--- config.mk ---
export PLATFORM = sky130hd
export DESIGN_NAME = priority_encoder8_stream
export DESIGN_NICKNAME = d
export VERILOG_FILES = /design/src/rtl/priority_encoder8_stream.sv
export SDC_FILE = /design/constraint.sdc
export NUM_CORES = 1
export LEC_CHECK = 0
export ABC_AREA = 1
export CAP_MARGIN = 0
export CORE_UTILIZATION = 44
export DETAILED_ROUTE_END_ITERATION = 10
export HOLD_SLACK_MARGIN = 0.06
export PLACE_DENSITY = 0.77
export SLEW_MARGIN = 10
export SYNTH_ARGS = -nofsm -noshare
export SYNTH_HDL_FRONTEND = slang
export SYNTH_SLANG_ARGS = --single-unit
--- constraint.sdc ---
create_clock -name clk -period 1.75 [get_ports clk]
set_input_delay 0.175 -clock clk [delete_from_list [all_inputs] [get_ports clk]]
set_output_delay 0.175 -clock clk [all_outputs]
set_load 0.02 [all_outputs]
--- src/rtl/priority_encoder8_stream.sv ---
// Registered 8-to-3 priority encoder with request capture: pulses on req build a
// pending set, and one code per accepted valid/ready transfer is emitted from it.
module priority_encoder8_stream #(
  parameter int N         = 8,
  parameter int W         = 3,
  parameter bit MSB_FIRST = 1'b1
) (
  input  logic         clk,
  input  logic         rst,
  input  logic [N-1:0] req,
  input  logic         e,
  output logic [W-1:0] y,
  output logic         valid,
  input  logic         ready,
  output logic [N-1:0] pending,
  output logic         overflow
);

  generate
    if (W != $clog2(N)) begin : g_bad_width
      $error("priority_encoder8_stream: W must equal clog2(N)");
    end
  endgenerate

  logic [N-1:0] pending_r;
  logic [W-1:0] y_r;
  logic         valid_r;
  logic         overflow_r;

  logic [W-1:0] win_idx_s;
  logic         free_s;
  logic         load_s;
  logic [N-1:0] grant_mask_s;
  logic [N-1:0] pending_next_s;
  logic         overflow_next_s;

  // Winner search over the registered pending set only; the last hit in scan order wins.
  always_comb begin
    win_idx_s = {W{1'b0}};
    if (MSB_FIRST) begin
      for (int i = 0; i < N; i++) begin
        win_idx_s = pending_r[i] ? W'(i) : win_idx_s;
      end
    end else begin
      for (int i = N - 1; i >= 0; i--) begin
        win_idx_s = pending_r[i] ? W'(i) : win_idx_s;
      end
    end
  end

  // Slot/load decision, grant mask and next pending/overflow; a same-cycle req beats the grant clear.
  always_comb begin
    free_s = ~valid_r | ready;
    load_s = free_s & e & (pending_r != {N{1'b0}});
    if (load_s) begin
      grant_mask_s = {{(N-1){1'b0}}, 1'b1} << win_idx_s;
    end else begin
      grant_mask_s = {N{1'b0}};
    end
    pending_next_s  = (pending_r & ~grant_mask_s) | req;
    overflow_next_s = |(req & pending_r & ~grant_mask_s);
  end

  // Output and pending state registers.
  always_ff @(posedge clk or posedge rst) begin
    if (rst) begin
      pending_r  <= {N{1'b0}};
      y_r        <= {W{1'b0}};
      valid_r    <= 1'b0;
      overflow_r <= 1'b0;
    end else begin
      pending_r  <= pending_next_s;
      overflow_r <= overflow_next_s;
      valid_r    <= load_s | (valid_r & ~ready);
      if (load_s) begin
        y_r <= win_idx_s;
      end else begin
        y_r <= y_r;
      end
    end
  end

  assign y        = y_r;
  assign valid    = valid_r;
  assign pending  = pending_r;
  assign overflow = overflow_r;

endmodule

==> impl_metrics.json <==
{
  "critPathKind": "register to output port",
  "finalClockSkew_ns": 0.00138,
  "nets": 139,
  "first_iter_violations": 9,
  "fp-row-count": 14,
  "fin_util": 0.670,
  "cts_resized": 0,
  "ys_seq_elements": 13,
  "netlist_area_um2": 747,
  "cts_sinks": 13,
  "track_usage": 0.179,
  "crit_chain": "clkdlybuf4s50_1",
  "antenna_cells": 0,
  "postCtsSetupRepairBufs": 0,
  "cts_buffer_depth": 2,
  "worstHoldPathType": "primary input to async pin",
  "grt_max_degree": 14,
  "maxSlewHeadroom": 0.673,
  "status": "finished, final reports clean",
  "routed_via_density": 4.82,
  "coreArea_um2": 1540,
  "topRoutingLayerUsed": "met4",
  "yosysWarnings": 0,
  "drcViolationCount": 0,
  "end_kind": "output port",
  "synth_area_per_cell_um2": 7.62,
  "htree_levels": 1,
  "cts.root.buffer_cell": "clkbuf_4",
  "drt-pass1-iter-count": 4,
  "min_period_ns": 1.53,
  "dp_hpwl_um": 1160,
  "dr_wl_met3_um": 38,
  "wire_per_inst_um": 10.3,
  "drt.antenna.violating_nets": 0,
  "clk_pin_slew_worst_paths_ns": 0.08,
  "start_util": 0.485,
  "yosysUniqueCellTypes": 19,
  "r2r.worst_path.cells": 8,
  "route.met2.wl_um": 670,
  "cp_max_fo": 6,
  "crit_path_max_incr_delay_ns": 0.64,
  "final_hold_viol_count": 0,
  "area_delta_synth_final_pct": 38.4,
  "setup_ws_ns": 0.223,
  "io_buffers": 24,
  "final_cells": 142,
  "antenna_found_initial": 0,
  "io_pins": 25,
  "synth_area_leader_cell": "dfrtp_1",
  "critical_path.startpoint_type": "register",
  "cpMaxStageDelayCell": "clkdlybuf4s50_1",
  "drt-total-wl_um": 1470,
  "ys_seq_area_frac": 0.436,
  "rsz0062_at_grt": "false",
  "die_w_um": 43.2,
  "path_delay_family": "buffers and inverters",
  "overflow": 0,
  "numCtsBuffers": 3,
  "worst_pin_slew_ns": 0.491,
  "syn_nets": 110,
  "postCtsHoldBufs": 0,
  "maxCapViolations": 0,
  "gp_congestion": 0.802,
  "fin_area_um2": 1030,
  "crit_cells": 1,
  "setup_viol": 0,
  "dpl_cell_area_um2": 1010,
  "p_leak_nw": 0.529,
  "netlist_top_cells_area": "dfrtp_1 44%, nand2_1 13%, inv_1 9.5%",
  "cts_tree": "done",
  "critPathArrivalTime_ns": 1.35,
  "nFillCells": 142,
  "met1_length_um": 736,
  "crit_buf_inv": 1,
  "tns_ns": 0,
  "synthCells": 98,
  "grt_pass1_vias": 605,
  "fp.dieH_um": 43.2,
  "powerDensity_nw_per_um2": 620,
  "grt_first_pass_wirelength_um": 2500,
  "drive_gt1_frac": 0.103,
  "vdd_drop_max_mv": 0.386,
  "pre_cts_slack_ns": 0.0639,
  "p_total_mw": 0.641,
  "whs_ns": 0.208,
  "vias": 685,
  "finalCritPeriodShare": 0.873,
  "slew_violations": 0,
  "die_area_um2": 1870,
  "synth_top_area_share": 0.436,
  "clk_latency_ns": 0.28,
  "fmax_mhz": 655,
  "cp.required_ns": 1.57,
  "dpl.cell_count": 138
}
-- state kept, by name, indices dropped and copies added (netlist names) --
| signal | flops |
|---|---|
| overflow | 1 |
| y | 3 |
| valid | 1 |
| pending | 8 |
-- layout by cell type, fill, tap and decap left out, drive strengths merged --
cell type      count
a21o               7
a31oi              1
clkbuf             4
clkdlybuf4s50     24
dfrtp             13
inv               20
nand2             28
nand3             10
nand4              2
nor2              13
o21a               1
o21ai              2
o21bai             1
-- final timing paths --
path,start,slack (ns),to
max,pending[7]$_DFF_PP0_,0.22,pending[7]
min,rst,0.21,pending[2]$_DFF_PP0_
max reg2reg,pending[6]$_DFF_PP0_,0.32,overflow$_DFF_PP0_
min reg2reg,y[1]$_DFFE_PP0N_,0.50,y[1]$_DFFE_PP0N_
max in group asynchronous,rst,1.21,y[0]$_DFFE_PP0N_
min in group clk,req[4],0.48,pending[4]$_DFF_PP0_
-- logic make-up (layout without fill, tap and decap cells) --
logic type	after synthesis	in the layout	synth area share
compound gates	12	12	0.116
buf+inv	20	48	0.100
flops	13	13	0.436
simple gates	53	53	0.348
-- power by group --
part,switching (mW),internal (mW)
Combinational,0.0638,0.0642
Clock,0.102,0.0884
Sequential,0.00958,0.313
-- final cells by class --
type,count,area [um2],share of cell area
multi-input combinational,65,347,0.335
sequential,13,325,0.315
timing repair buffer,24,240,0.232
inverter,20,75.1,0.0726
clock buffer,4,26.3,0.0254
tap,16,20.0,0.0194
-- layer usage --
layer,up-vias,track usage
met2,12,0.269
met3,4,0.0426
li1,360,-
met1,309,0.247
met5,-,0
met4,0,0.0727
-- synth_stat cells, drive strengths merged --
library cell	number
a21o	7
a31oi	1
dfrtp	13
inv	20
nand2	28
nand3	10
nand4	2
nor2	13
o21a	1
o21ai	2
o21bai	1
No activity file was read; power rests on OpenSTA's default activity.
